<file path="src/rtl/exec_if.sv">
// Execute-stage bus: the instruction fields coming from the register-read
// stage and the register-file write port, stall and flags going back.
//   master : front end / register-read side (drives fields, observes results)
//   slave  : exec_stage
// Signals:
//   valid_in, operand_a, operand_b, adderAO, adderBO, dmaddrO, destO, opcodeO
//   write, wR, dataIn, stall, zero, carry
interface exec_if #(
    parameter int unsigned DATA_W = 8
);
    logic              valid_in;
    logic [DATA_W-1:0] operand_a;
    logic [DATA_W-1:0] operand_b;
    logic [2:0]        adderAO;
    logic [2:0]        adderBO;
    logic [3:0]        dmaddrO;
    logic [2:0]        destO;
    logic [3:0]        opcodeO;
    logic              write;
    logic [2:0]        wR;
    logic [DATA_W-1:0] dataIn;
    logic              stall;
    logic              zero;
    logic              carry;

    modport master (
        output valid_in, operand_a, operand_b, adderAO, adderBO,
               dmaddrO, destO, opcodeO,
        input  write, wR, dataIn, stall, zero, carry
    );

    modport slave (
        input  valid_in, operand_a, operand_b, adderAO, adderBO,
               dmaddrO, destO, opcodeO,
        output write, wR, dataIn, stall, zero, carry
    );
endinterface

</file>
<file path="src/rtl/exec_stage.sv">
// Execute stage of the 8-bit pipelined processor.
// Performs ALU ops, data-memory load/store and a shift-add multiply
// (one multiplier bit per cycle, front end stalled meanwhile), and drives the
// register-file write port one cycle after an instruction is accepted.
// Ports:
//   clk    : clock, rising edge
//   reset  : synchronous, active-high
//   bus    : exec_if.slave (instruction fields in; write/wR/dataIn, stall,
//            zero, carry out -- all outputs registered)
// Optional feature:
//   EXEC_FWD_EN : when defined, the previous cycle's register write is
//                 forwarded onto operand A/B when its index matches.
module exec_stage #(
    parameter int unsigned DATA_W     = 8,
    parameter int unsigned DMEM_DEPTH = 16
) (
    input  logic  clk,
    input  logic  reset,
    exec_if.slave bus
);
    localparam int unsigned AW = $clog2(DMEM_DEPTH);
    localparam int unsigned CW = $clog2(DATA_W);
    localparam int unsigned RW = 3;

    localparam logic [3:0] OP_ADD = 4'h1;
    localparam logic [3:0] OP_SUB = 4'h2;
    localparam logic [3:0] OP_AND = 4'h3;
    localparam logic [3:0] OP_OR  = 4'h4;
    localparam logic [3:0] OP_XOR = 4'h5;
    localparam logic [3:0] OP_SHL = 4'h6;
    localparam logic [3:0] OP_SHR = 4'h7;
    localparam logic [3:0] OP_LD  = 4'h8;
    localparam logic [3:0] OP_ST  = 4'h9;
    localparam logic [3:0] OP_MUL = 4'hA;

    typedef enum logic [1:0] {
        ST_IDLE = 2'd0,
        ST_MUL  = 2'd1,
        ST_DONE = 2'd2
    } state_e;

    state_e            state_q, state_d;
    logic              write_q, write_d;
    logic [RW-1:0]     wr_q, wr_d;
    logic [DATA_W-1:0] data_q, data_d;
    logic              stall_q, stall_d;
    logic              zero_q, zero_d;
    logic              carry_q, carry_d;

    logic [DATA_W-1:0] mul_a_q, mul_a_d;
    logic [DATA_W-1:0] mul_b_q, mul_b_d;
    logic [DATA_W-1:0] acc_q, acc_d;
    logic [DATA_W-1:0] acc_sum;
    logic [CW-1:0]     cnt_q, cnt_d;
    logic [RW-1:0]     mul_dest_q, mul_dest_d;

    logic [DATA_W-1:0] dmem_q [DMEM_DEPTH];

    logic              accept;
    logic [DATA_W-1:0] a_eff;
    logic [DATA_W-1:0] b_eff;
    logic [DATA_W:0]   sum_ext;
    logic [DATA_W-1:0] alu_res;
    logic              alu_wr;
    logic              alu_sets_carry;
    logic              alu_carry;
    logic              dmem_we;

    // Fields are only taken in IDLE; stalled and DONE cycles ignore valid_in.
    assign accept = bus.valid_in && (state_q == ST_IDLE);

    // Operand selection: bypass the write currently on the register port.
`ifdef EXEC_FWD_EN
    assign a_eff = (write_q && (wr_q == bus.adderAO)) ? data_q : bus.operand_a;
    assign b_eff = (write_q && (wr_q == bus.adderBO)) ? data_q : bus.operand_b;
`else
    assign a_eff = bus.operand_a;
    assign b_eff = bus.operand_b;
    logic unused_fwd_idx;
    assign unused_fwd_idx = ^{bus.adderAO, bus.adderBO};
`endif

    // Single-cycle datapath; the multiply is sequenced by the FSM below.
    always_comb begin
        sum_ext        = '0;
        alu_res        = '0;
        alu_wr         = 1'b0;
        alu_sets_carry = 1'b0;
        alu_carry      = 1'b0;
        dmem_we        = 1'b0;
        case (bus.opcodeO)
            OP_ADD: begin
                sum_ext        = {1'b0, a_eff} + {1'b0, b_eff};
                alu_res        = sum_ext[DATA_W-1:0];
                alu_carry      = sum_ext[DATA_W];
                alu_sets_carry = 1'b1;
                alu_wr         = 1'b1;
            end
            OP_SUB: begin
                // Top bit of the widened difference is the borrow.
                sum_ext        = {1'b0, a_eff} - {1'b0, b_eff};
                alu_res        = sum_ext[DATA_W-1:0];
                alu_carry      = sum_ext[DATA_W];
                alu_sets_carry = 1'b1;
                alu_wr         = 1'b1;
            end
            OP_AND: begin
                alu_res = a_eff & b_eff;
                alu_wr  = 1'b1;
            end
            OP_OR: begin
                alu_res = a_eff | b_eff;
                alu_wr  = 1'b1;
            end
            OP_XOR: begin
                alu_res = a_eff ^ b_eff;
                alu_wr  = 1'b1;
            end
            OP_SHL: begin
                alu_res = a_eff << b_eff[CW-1:0];
                alu_wr  = 1'b1;
            end
            OP_SHR: begin
                alu_res = a_eff >> b_eff[CW-1:0];
                alu_wr  = 1'b1;
            end
            OP_LD: begin
                alu_res = dmem_q[bus.dmaddrO[AW-1:0]];
                alu_wr  = 1'b1;
            end
            OP_ST: begin
                dmem_we = accept;
            end
            default: ;
        endcase
    end

    // Next-state and registered-output logic.
    always_comb begin
        state_d    = state_q;
        write_d    = 1'b0;
        wr_d       = wr_q;
        data_d     = data_q;
        zero_d     = zero_q;
        carry_d    = carry_q;
        mul_a_d    = mul_a_q;
        mul_b_d    = mul_b_q;
        acc_d      = acc_q;
        cnt_d      = cnt_q;
        mul_dest_d = mul_dest_q;
        acc_sum    = acc_q + (mul_b_q[0] ? mul_a_q : '0);

        case (state_q)
            ST_IDLE: begin
                if (accept) begin
                    if (bus.opcodeO == OP_MUL) begin
                        state_d    = ST_MUL;
                        mul_a_d    = a_eff;
                        mul_b_d    = b_eff;
                        acc_d      = '0;
                        cnt_d      = '0;
                        mul_dest_d = bus.destO;
                    end else if (alu_wr) begin
                        write_d = 1'b1;
                        wr_d    = bus.destO;
                        data_d  = alu_res;
                        zero_d  = (alu_res == '0);
                        if (alu_sets_carry) begin
                            carry_d = alu_carry;
                        end
                    end
                end
            end
            ST_MUL: begin
                // Multiplicand walks left, multiplier walks right; only the
                // low DATA_W bits of the product are kept.
                acc_d   = acc_sum;
                mul_a_d = mul_a_q << 1;
                mul_b_d = mul_b_q >> 1;
                cnt_d   = cnt_q + CW'(1);
                if (cnt_q == CW'(DATA_W - 1)) begin
                    state_d = ST_DONE;
                    write_d = 1'b1;
                    wr_d    = mul_dest_q;
                    data_d  = acc_sum;
                    zero_d  = (acc_sum == '0);
                end
            end
            ST_DONE: begin
                // Product is on the write port this cycle; the still-presented
                // MUL fields must not be re-accepted.
                state_d = ST_IDLE;
            end
            default: begin
                state_d = ST_IDLE;
            end
        endcase

        stall_d = (state_d == ST_MUL);
    end

    // State and output registers.
    always_ff @(posedge clk) begin
        if (reset) begin
            state_q    <= ST_IDLE;
            write_q    <= 1'b0;
            wr_q       <= '0;
            data_q     <= '0;
            stall_q    <= 1'b0;
            zero_q     <= 1'b0;
            carry_q    <= 1'b0;
            mul_a_q    <= '0;
            mul_b_q    <= '0;
            acc_q      <= '0;
            cnt_q      <= '0;
            mul_dest_q <= '0;
        end else begin
            state_q    <= state_d;
            write_q    <= write_d;
            wr_q       <= wr_d;
            data_q     <= data_d;
            stall_q    <= stall_d;
            zero_q     <= zero_d;
            carry_q    <= carry_d;
            mul_a_q    <= mul_a_d;
            mul_b_q    <= mul_b_d;
            acc_q      <= acc_d;
            cnt_q      <= cnt_d;
            mul_dest_q <= mul_dest_d;
        end
    end

    // Data memory: written on the accepting edge so a following LD sees it.
    always_ff @(posedge clk) begin
        if (reset) begin
            for (int unsigned i = 0; i < DMEM_DEPTH; i++) begin
                dmem_q[i] <= '0;
            end
        end else if (dmem_we) begin
            dmem_q[bus.dmaddrO[AW-1:0]] <= a_eff;
        end
    end

    assign bus.write  = write_q;
    assign bus.wR     = wr_q;
    assign bus.dataIn = data_q;
    assign bus.stall  = stall_q;
    assign bus.zero   = zero_q;
    assign bus.carry  = carry_q;

endmodule

</file>
<file path="src/flat_wrapper.sv">
// flat-port wrapper written by rule: the top's interface ports become plain ports
module exec_stage_flat 
#(
    parameter int unsigned DATA_W     = 8,
    parameter int unsigned DMEM_DEPTH = 16
)
  (clk, reset, bus_valid_in, bus_operand_a, bus_operand_b, bus_adderAO, bus_adderBO, bus_dmaddrO, bus_destO, bus_opcodeO, bus_write, bus_wR, bus_dataIn, bus_stall, bus_zero, bus_carry);
  exec_if #(.DATA_W(DATA_W)) bus_i ();
  input  logic clk;
  input  logic reset;
  input wire logic [$bits(bus_i.valid_in)-1:0] bus_valid_in;
  input wire logic [$bits(bus_i.operand_a)-1:0] bus_operand_a;
  input wire logic [$bits(bus_i.operand_b)-1:0] bus_operand_b;
  input wire logic [$bits(bus_i.adderAO)-1:0] bus_adderAO;
  input wire logic [$bits(bus_i.adderBO)-1:0] bus_adderBO;
  input wire logic [$bits(bus_i.dmaddrO)-1:0] bus_dmaddrO;
  input wire logic [$bits(bus_i.destO)-1:0] bus_destO;
  input wire logic [$bits(bus_i.opcodeO)-1:0] bus_opcodeO;
  output wire logic [$bits(bus_i.write)-1:0] bus_write;
  output wire logic [$bits(bus_i.wR)-1:0] bus_wR;
  output wire logic [$bits(bus_i.dataIn)-1:0] bus_dataIn;
  output wire logic [$bits(bus_i.stall)-1:0] bus_stall;
  output wire logic [$bits(bus_i.zero)-1:0] bus_zero;
  output wire logic [$bits(bus_i.carry)-1:0] bus_carry;
  assign bus_i.valid_in = bus_valid_in;
  assign bus_i.operand_a = bus_operand_a;
  assign bus_i.operand_b = bus_operand_b;
  assign bus_i.adderAO = bus_adderAO;
  assign bus_i.adderBO = bus_adderBO;
  assign bus_i.dmaddrO = bus_dmaddrO;
  assign bus_i.destO = bus_destO;
  assign bus_i.opcodeO = bus_opcodeO;
  assign bus_write = bus_i.write;
  assign bus_wR = bus_i.wR;
  assign bus_dataIn = bus_i.dataIn;
  assign bus_stall = bus_i.stall;
  assign bus_zero = bus_i.zero;
  assign bus_carry = bus_i.carry;
  exec_stage #(.DATA_W(DATA_W), .DMEM_DEPTH(DMEM_DEPTH)) u_core (.clk(clk), .reset(reset), .bus(bus_i));
endmodule
</file>
<file path="config.mk">
export PLATFORM = sky130hd
export DESIGN_NAME = exec_stage_flat
export DESIGN_NICKNAME = d
export VERILOG_FILES = /design/src/rtl/exec_if.sv /design/src/rtl/exec_stage.sv /design/src/flat_wrapper.sv
export SDC_FILE = /design/constraint.sdc
export NUM_CORES = 1
export LEC_CHECK = 0
export ABC_AREA = 1
export BUFFER_PORTS_ARGS = -buffer_cell sky130_fd_sc_hd__buf_4
export CAP_MARGIN = 25
export CORE_MARGIN = 2
export CORE_UTILIZATION = 55
export CTS_CLUSTER_DIAMETER = 100
export CTS_CLUSTER_SIZE = 10
export DETAILED_ROUTE_END_ITERATION = 8
export GPL_TIMING_DRIVEN = 0
export PLACE_DENSITY = 0.73
export SLEW_MARGIN = 25
export SYNTH_ARGS = -nofsm -noshare
export SYNTH_HDL_FRONTEND = slang
export SYNTH_SLANG_ARGS = --single-unit
</file>
<file path="constraint.sdc">
create_clock -name clk -period 4.2 [get_ports clk]
set_input_delay 0 -clock clk [delete_from_list [all_inputs] [get_ports clk]]
set_output_delay 0 -clock clk [all_outputs]
set_load 0.01 [all_outputs]
</file>
### Word level (Yosys, flattened, before mapping)

Memory sizes are Yosys's and may differ from the RTL's.
Cells that the tools add are included.

* add/subtract/negate cells: 4
* equality and inequality tests: 18
* shifts and indexed selects: 2
* mux-type cells: 50
* bitwise logic cells: 4
* reduce and logical (&&, ||, !) cells: 12

Operators with widths (number)
* $mux 8: 12
* $pmux 8 s2: 4
* $pmux 8 s8: 1
* $mux 3: 6
* $mux 1: 17
* $eq 4x3->1 const B: 4
* $logic_not 8->1: 2
* $reduce_or 8->1: 2
* $eq 4x4->1 const B: 3
* $pmux 3 s2: 2
* $reduce_and 5->1: 2
* $add 8x8->9: 1
* $sub 8x8->9: 1
* $add 8x8->8: 1
* $and 8x8->8: 1
* $eq 4x2->1 const B: 2
* $or 8x8->8: 1
* $shl 8x3->8: 1
* $shr 8x3->8: 1
* $xor 8x8->8: 1
* $mux 2: 3
* $ne 2x1->1 const B: 3
* $pmux 1 s2: 3
* $reduce_and 3->1: 2
* other kinds (12): 14

* bits in registers: 47
* memory bits (writable): 128
* output and inout port bits: 15
* memories kept: 1

Memory list
* u_core.dmem_q: depth 16, bits a word 8, rd ports 1, clocked after memory_dff 0, write ports 16, line exec_stage.sv:57 `logic [DATA_W-1:0] dmem_q [DMEM_DEPTH];`

### Longest topological paths before layout

Gate-level depths: netlist (run 1).

* depth after elaboration: 8
* gate-level depth with buffers: 19

### Worst setup path before layout (run 1)

OpenSTA, ideal clock, no wires.

* path type: register -> register
* start point: register u_core.mul_b_q[0]
* end point: register u_core.zero_q, in the netlist u_core.bus.zero
* data arrival time: 1.957 ns
* required time: 4.130 ns
* setup slack: 2.173 ns
* stages on the path, launching flop included: 14
* path buffers: 1
* clock period less this slack: 2.027 ns
* cell sequence: dfxtp_1 > clkbuf_1 > nand2_1 > inv_1 > ha_1 > fa_1 > xor2_1 > nor2_1 > nand4_1 > nor2_1 > nand3_1 > nand2_1 > inv_1 > a21oi_1

* cells in the longest elaborated chain, start to end: 5

Ends and longest elaborated chain
* start: declaration: line exec_stage.sv:51 `logic [DATA_W-1:0] mul_b_q, mul_b_d;`
* start signal: assignment: line exec_stage.sv:226 `mul_b_q <= mul_b_d;`
* $mux 8: line exec_stage.sv:151 `acc_sum = acc_q + (mul_b_q[0] ? mul_a_q : '0);`
* $add 8x8->8: line exec_stage.sv:151
* $logic_not 8->1: line exec_stage.sv:186 `zero_d = (acc_sum == '0);`
* $mux 1: line exec_stage.sv:181 `if (cnt_q == CW'(DATA_W - 1)) begin`
* $pmux 1 s2: line exec_stage.sv:153 `case (state_q)`
* end signal: assignment: line exec_stage.sv:223 `zero_q <= zero_d;`
* end: declaration: line exec_stage.sv:47 `logic zero_q, zero_d;`

No other way between the ends. The select of a mux whose other input is x is not followed.
A chain may end at the register's enable or synchronous reset.

### Worst setup path in the final report (run 1)

* start point: input bus_operand_a[2]
* end point: register u_core.zero_q, in the netlist u_core.bus.zero

* cells in the longest elaborated chain, start to end: 7
* elaborated cells between the ends (all ways): 13
* classes of those cells: add/sub (2); shift (2); mux (5); bitwise (3); reduce/logical (1)

Ends and longest elaborated chain
* start: declaration: line flat_wrapper.sv:12 `input wire logic [$bits(bus_i.operand_a)-1:0] bus_operand_a;`
* $sub 8x8->9, or another cell as far along: line exec_stage.sv:101 `sum_ext = {1'b0, a_eff} - {1'b0, b_eff};`
* $pmux 8 s8 (*): line exec_stage.sv:91 `case (bus.opcodeO)`
* $logic_not 8->1 (*): line exec_stage.sv:167 `zero_d = (alu_res == '0);`
* $mux 1 (*): line exec_stage.sv:163 `end else if (alu_wr) begin`
* $mux 1 (*): line exec_stage.sv:156 `if (bus.opcodeO == OP_MUL) begin`
* $mux 1 (*): line exec_stage.sv:155 `if (accept) begin`
* $pmux 1 s2 (*): line exec_stage.sv:153

Every way passes the cells marked *; elsewhere a longest branch is shown, timed or not. The select of a mux whose other input is x is not followed.

==> results of run 1 <==
-- timing repair --
| item | 4_1_cts | 5_1_grt |
|---|---|---|
| endpoints found under the hold margin | 19 | 0 |
| gates resized for setup | 0 | 0 |
| hold buffers | 16 | 0 |
-- through the flow --
step	setup slack [ns]	util, %	hold WS (ns)
after floorplan	2.17	-	0.135
after global placement	1.19	59.8	0.250
after detailed placement	1.14	59.8	0.248
after CTS	1.04	63.9	0.0109
after global routing	0.826	63.9	0.0263
final	1.02	63.9	0.0172
-- state kept, by name, indices dropped and copies added (netlist names) --
register,cells
u_core.cnt_q,3
u_core.bus.carry,1
u_core.dmem_q,128
u_core.bus.wR,3
u_core.state_q,2
u_core.bus.dataIn,8
u_core.mul_b_q,8
u_core.mul_a_q,8
u_core.acc_q,8
u_core.bus.stall,1
u_core.bus.write,1
u_core.mul_dest_q,3
u_core.bus.zero,1
-- synth_stat cells, types with 10 or more instances --
| library cell | instances | area share [%] |
|---|---|---|
| nand2_1 | 511 | 20 |
| nor2_1 | 204 | 7.8 |
| edfxtp_1 | 128 | 39 |
| inv_1 | 62 | 2.4 |
| o21ai_0 | 58 | 3.0 |
| nand3_1 | 56 | 2.9 |
| dfxtp_1 | 47 | 9.6 |
| ha_1 | 34 | 4.3 |
| a21oi_1 | 33 | 1.7 |
| clkbuf_1 | 30 | 1.2 |
| a31oi_1 | 25 | 1.6 |
| nand4_1 | 15 | 0.96 |
| buf_2 | 11 | 0.56 |
| clkinv_1 | 10 | 0.38 |
-- tightest hold or removal path: cells and delay by family --
family	cells	cell delay, ns
AOI/OAI and AO/OA	1	0.19
buffers and inverters	1	0.14
and+or+nand+nor	1	0.06
-- metal layers --
layer  vias to the layer above  global-route usage (%)  part of all wire, %
met5                         -                       0                    0
met4                         0                    12.7                  3.3
met3                        73                    5.85                  8.4
met2                       395                    54.5                   49
met1                      4223                    40.3                   39
li1                       4336                       -                    -
-- kinds of logic (layout without fill, tap and decap cells) --
family,after synthesis,after routing,synth area share [%]
buffers and inverters,127,216,5.43
xor gates and xnor gates,7,7,0.626
AOI/OAI and AO/OA,132,132,7.32
and+or+nand+nor,808,808,32.8
DFF,175,175,48.9
adders and majority gates,37,37,4.96
-- final timing paths --
kind | slack, ns | startpoint | to | cells past startpoint
hold reg to reg | 0.47 | u_core.cnt_q[2]$_SDFFE_PP0P_ | u_core.cnt_q[2]$_SDFFE_PP0P_ | 2
hold / removal | 0.02 | bus_operand_a[0] | u_core.mul_a_q[0]$_SDFFE_PP0P_ | 3
setup reg to reg | 1.77 | u_core.mul_b_q[0]$_SDFFE_PP0P_ | u_core.bus.zero$_SDFFE_PP0P_ | 13
setup / recovery | 1.02 | bus_operand_a[2] | u_core.bus.zero$_SDFFE_PP0P_ | 21
-- area by class of cell --
class	count	area, µm²	area share [%]
timing repair buffer	57	468	4.22
sequential	175	4780	43.1
buffer	51	244	2.20
tap	225	282	2.54
multi-input combinational	984	4470	40.3
clock inverter	14	130	1.17
clock buffer	18	429	3.87
inverter	76	288	2.59
-- power groups by stage --
stage / Combinational (mW) / Sequential (mW) / Clock, mW
6_report: 0.514 / 1.94 / 1.53
5_1_grt: 0.567 / 1.94 / 1.60
4_1_cts: 0.507 / 1.94 / 1.53
3_5_place_dp: 0.492 / 1.98 / 0
3_3_place_gp: 0.488 / 1.97 / 0
2_1_floorplan: 0.305 / 1.97 / 0
-- layout by cell type, fill, tap and decap left out, drive strengths merged, types with 5 or more instances in the layout --
cell type,Yosys,layout
or2,6,6
nand4,15,15
inv,66,72
nand2,511,511
clkinv,10,12
nor2,206,206
o21ai,65,65
ha,34,34
dfxtp,47,47
edfxtp,128,128
buf,20,61
xor2,6,6
clkinvlp,0,5
nand3b,6,6
a21oi,33,33
dlygate4sd3,0,16
a31oi,25,25
nor3,7,7
nand3,56,56
o211ai,6,6
clkbuf,31,49
==> results.md, run 1 <==
* CTS H-tree lvls at 4
* Critical Path Fanout Max at 10
* Setup-failing EPs final at 0
* Pin count of the biggest net entering global routing at 17
* Worst-margin pin slew at between 0.8 and 0.9 ns
* Final Non-Filler Cells at 1600
* Relative slew margins at between 40% and 50%
* Chip Width at ~140 µm
* DIE AREA at approximately 19000 µm²
* GRT Util Overall at 32.0%
* Post-synth EDFFs at 128
* Final worst-path cycle share at 75.8%
* Post-CTS Setup Bufs at 0
* Sw power at between 1 and 1.5 mW
* Critical path buffers and inverters at 7
* Via/cell ratio at 5.64
* Most used cell, CP: nand2_1
* Slowest CP cell: clkbuf_1
* Root buffer cell: clkbuf_16
* Die Y at 137 µm
* Ports at 51
* Max Clock Skew at about 0.010 ns
* Critical Path End Type: flip-flop
* CP Cell Sequence: dlygate4sd3_1 > buf_4 > clkinv_1 > clkbuf_1 > ha_1 > buf_2 > inv_1 > nand2_1 > nand2_1 > inv_1 > nand2_1 > nand2_1 > nand3_1 > nand2_1 > nor2_1 > nand2_1 > nor2_1 > nand2_1 > nor2_1 > nand2_1 > a21oi_1
* Synth warn at 0
* GP Congestion at 0.990
* Initial antenna violation count at 0
* Max cap viols at 0
* Synth Register Bits at ~180
* WS Path Type: input pin to flip-flop
* PD cells at roughly 360 nW/µm²
* DPL Wire Length at between 20000 and 25000 µm
* Synthesized area per cell at 7.61 µm²
* Worst min path class: input pin to flip-flop
* Clk_lat worst skew at 0.44 ns
* Ys async rst share at 0%
* Initial DRC Count at 794
* Max incr delay on CP at 0.61 ns
* Detailed Route WL at approximately 29000 µm
* Longest Clk Path Bufs at 2
* Final hold vios at 0
* Final instance area at approximately 11000 µm²
* Worst vdd ir at approximately 310 µV
* Seq pwr share at 48.7%
* Worst EP required at 4.58 ns
* Initial Util at a little under three fifths
* CTS Sinks at between 150 and 200
* Core ar. at around 17000 µm²
* Seq/Total Area, Yosys at 48.9%
* Setup TNS at 0 ns
* Comb pwr share at roughly an eighth
* Cell family with most CP delay: buffers and inverters
* Post-synthesis cell type count at 34
* Worst-path clk slew at approximately 0.07 ns
* ANT nets after route at 0
* Share of cells above drive strength 1 at 7.49%
* Vias at 9027
* Cell Area, Placed at ~10000 µm²
* Leakage power at between 5 and 6 nW
* First-pass GRT wire length at 44800 µm
* Final slew viol count at 0
* TritonCTS Buffers at 17
* GRT overflow at 0
* Unrepaired setup endpoints after global routing: no
* Final min period at between 3 and 4 ns
* Drt wl/cell at 18.1 µm
* Overall Power at 3.98 mW
* FILL cells at between 1500 and 2000
* Switching Fraction at a little over a quarter
* Status: finished, final reports clean
* DRC at 0
* Port Buffers at 41
* Vias in the first global route at between 8000 and 9000
* Antenna cells at 0
* TritonCTS clock tree: yes
* Synth-to-layout area growth at 13.4%
* Internal cell power at 2.89 mW
* DR pass1 iterations at 5
* Arrival time worst endpoint at roughly 3.6 ns
* Synth Flop Type: edfxtp_1
* Placed Cells at 1552
* Row Count at 48
* Net Count, Synth at between 1000 and 1500
* Synthesized instance count at 1286
* Clk pwr share at 38.3%
* Nets at 1435
* Syn Std Cell Area at between 9000 and 10000 µm²
* Element type at the critical path start: input pin
* Max Freq at about 310 MHz
Power figures use the tool's default switching activity.
==> run 2, diff against run 1 <==
- PLACE_DENSITY: 0.73 -> 0.76
- clock period: 4.2 -> 2.87 ns (I/O delays scaled with it)
==> run 2 against run 1 <==
  * Setup slack worse by 0.84 ns
  * Register-to-register slack worse by 1.3 ns
  * Global-route usage is 1.2 points lower
  * Flip-flop and latch count stayed put
  * Clock power is 43% higher
  * Die area stayed put
  * Sequential share of layout area hardly changed
  * Combinational power is 47% higher
  * Clock skew is 0.0041 ns lower
  * Non-clock buffer count stayed put
==> results.md, run 2 (synthesis results as in run 1) <==
* Row Count at 48 (unchanged)
* Comb pwr share at 13.1% (was 12.9%)
* Antenna cells at 0 (unchanged)
* Commonest non-fill, non-tap cell in the layout: nand2_1 (unchanged)
* ANT nets after route at 0 (unchanged)
* Hold path depth at 4 (was 3)
* DPL Wire Length at 20500 µm (was 21100 µm)
* Worst vdd ir at 494 µV (was 310 µV)
* GP Congestion at 1.02 (was 0.990)
* Longest Clk Path Bufs at 2 (unchanged)
* R2R Setup Slk at 0.48 ns (was 1.77 ns)
* Reg2Reg Depth at 13 (unchanged)
* Worst EP required at 3.18 ns (was 4.58 ns)
* Vias in the first global route at 8393 (was 8557)
* Share of cells above drive strength 1 at 7.64% (was 7.49%)
* Max Clock Skew at 0.00637 ns (was 0.0105 ns)
* Final slew viol count at 0 (unchanged)
* CTS Sinks at 175 (unchanged)
* Most frequent cells in the layout: nand2_1, nor2_1, edfxtp_1 (unchanged)
* Critical Path End Type: flip-flop (unchanged)
* Initial antenna violation count at 0 (unchanged)
* CP startpoint: bus_operand_a[5] (was bus_operand_a[2])
* GRT Util Overall at 30.8% (was 32.0%)
* Relative slew margins at 49.0% (was 42.1%)
* RR Endpoint: u_core.bus.zero$_SDFFE_PP0P_ (unchanged)
* Final worst-path cycle share at between 90% and 100%
* Clk_lat worst skew at 0.43 ns (was 0.44 ns)
* Max reg flops at 128 (unchanged)
* Die Y at 137 µm (unchanged)
* Final hold vios at 0 (unchanged)
* Max cap viols at 0 (unchanged)
* Initial DRC Count at 1008 (was 794)
* Synth-to-layout area growth at 13.5% (was 13.4%)
* Setup-failing EPs final at 0 (unchanged)
* Element type at the critical path start: input pin (unchanged)
* TritonCTS clock tree: yes (unchanged)
* Nets at 1435 (unchanged)
* GRT overflow at 0 (unchanged)
* CTS H-tree lvls at 4 (unchanged)
* Worst min path class: input pin to flip-flop (unchanged)
* Ports at 51 (unchanged)
* Final Util at 64.0% (was 63.9%)
* Worst-path clk slew at 0.07 ns (about the same)
* First-pass GRT wire length at 43200 µm (was 44800 µm)
* Setup WS post-layout at 0.171 ns (was 1.02 ns)
* Port Buffers at 41 (unchanged)
* Unrepaired setup endpoints after global routing: no (unchanged)
* Sw power at 1.56 mW (was 1.08 mW)
* FILL cells at 1530 (was 1535)
* Pre-CTS WS at -0.0742 ns (was 1.14 ns)
* Via/cell ratio at 5.59 (was 5.64)
* Drt wl/cell at 17.5 µm (was 18.1 µm)
* Initial Util at 56.4% (unchanged)
* Detailed Route WL at 28100 µm (was 29000 µm)
* Core ar. at 17400 µm² (unchanged)
* Pin count of the biggest net entering global routing at 17 (unchanged)
* Final min period at roughly 2.7 ns
* Clk pwr share at 37.9% (was 38.3%)
* PD cells at 521 nW/µm² (was 359 nW/µm²)
* Placed Cells at 1552 (unchanged)
* Seq pwr share at 49.0% (was 48.7%)
* DRC at 0 (unchanged)
* Root buffer cell: clkbuf_16 (unchanged)
* Hold path start: bus_operand_b[1] (was bus_operand_a[0])
* Worst Hold End: u_core.mul_b_q[1]$_SDFFE_PP0P_ (was u_core.mul_a_q[0]$_SDFFE_PP0P_)
* Top reg by flops: u_core.dmem_q (unchanged)
* Setup TNS at 0 ns (unchanged)
* Internal cell power at 4.23 mW (was 2.89 mW)
* Status: finished, final reports clean (unchanged)
* Final Non-Filler Cells at 1599 (was 1600)
* Arrival time worst endpoint at 3.01 ns (was 3.56 ns)
* DIE AREA at 18900 µm² (unchanged)
* Final Hold Slack at 0.0782 ns (was 0.0172 ns)
* Vias at 8941 (was 9027)
* Max Freq at 371 MHz
* DR pass1 iterations at 8 (was 5)
* WS Path Type: input pin to flip-flop (unchanged)
* Leakage power at 5.17 nW (about the same)
* Critical Path Fanout Max at 10 (unchanged)
* Chip Width at 137 µm (unchanged)
* Switching Fraction at 26.9% (was 27.3%)
* TritonCTS Buffers at 17 (unchanged)
* Worst r2r src: u_core.mul_b_q[0]$_SDFFE_PP0P_ (unchanged)
* Worst-margin pin slew at 0.765 ns (was 0.869 ns)
==> run 2: cell types whose count changed in the layout (fill, tap and decap cells not counted) <==
cell	before	now
clkinv_2	0	1
clkinvlp_4	4	5
dlygate4sd3_1	16	18
inv_8	2	0
clkbuf_1	31	29
clkinv_4	0	2
clkbuf_2	1	2
clkinvlp_2	1	0
clkinv_1	12	9
==> run 2: power groups by stage <==
stage / registers, mW / logic, mW / clock network, mW
2_1_floorplan: 2.89 / 0.447 / 0
3_3_place_gp: 2.89 / 0.713 / 0
3_5_place_dp: 2.89 / 0.719 / 0
4_1_cts: 2.84 / 0.741 / 2.17
5_1_grt: 2.84 / 0.829 / 2.28
6_report: 2.84 / 0.756 / 2.19
==> run 2: worst max-delay path by stage <==
stage | to | slack [ns] | depth (start not counted)
after floorplan | u_core.bus.zero$_SDFFE_PP0P_ | 0.84 | 13
after CTS | u_core.bus.zero$_SDFFE_PP0P_ | 0.02 | 18
after global placement | u_core.bus.zero$_SDFFE_PP0P_ | -0.07 | 20
after detailed placement | u_core.bus.zero$_SDFFE_PP0P_ | -0.07 | 20
after global routing | u_core.bus.dataIn[5]$_SDFFE_PP0P_ | 0.03 | 13
final | u_core.bus.dataIn[5]$_SDFFE_PP0P_ | 0.17 | 13
==> run 2: critical path, cell delays in order <==
cell and delay, ns:
dlygate4sd3_1 0.54, buf_4 0.18, clkinvlp_4 0.27, clkbuf_2 0.36, ha_1 0.45, inv_1 0.19, nor2_1 0.07, nor3_1 0.23
nand2_1 0.08, nor2_1 0.09, nand2_1 0.09, o21ai_0 0.33, a31oi_1 0.13
==> run 2: metal layers <==
layer / track usage, % / routed length (µm) / up-vias
met5: 0 / 0 / -
li1: - / - / 4330
met2: 50.9 / 13200 / 450
met4: 12.7 / 1070 / 0
met3: 7.36 / 2530 / 79
met1: 39.0 / 11200 / 4082
==> run 2: area by class of cell <==
type                            instances  area, µm²  area share, %
Buffer                                 49        238           2.14
Clock buffer                           19        433           3.90
Clock inverter                         12        110          0.991
Inverter                               76        299           2.69
Multi-Input combinational cell        984       4470           40.3
Sequential cell                       175       4780           43.1
Tap cell                              225        282           2.53
Timing Repair Buffer                   59        488           4.39
==> run 2: repair_timing <==
action / in CTS / in global routing
endpoints found under the hold margin: 21 / 0
endpoints found under the setup margin: 0 / 4
gates resized for setup: 0 / 5
buffers inserted: 0 / 0
hold buffers: 18 / 0
==> run 2: per-stage QoR <==
step	instance area (µm²)	power, mW
after floorplan	9790	3.33
after global placement	10400	3.60
after detailed placement	10400	3.61
after CTS	11100	5.75
after global routing	11100	5.96
final	11100	5.78
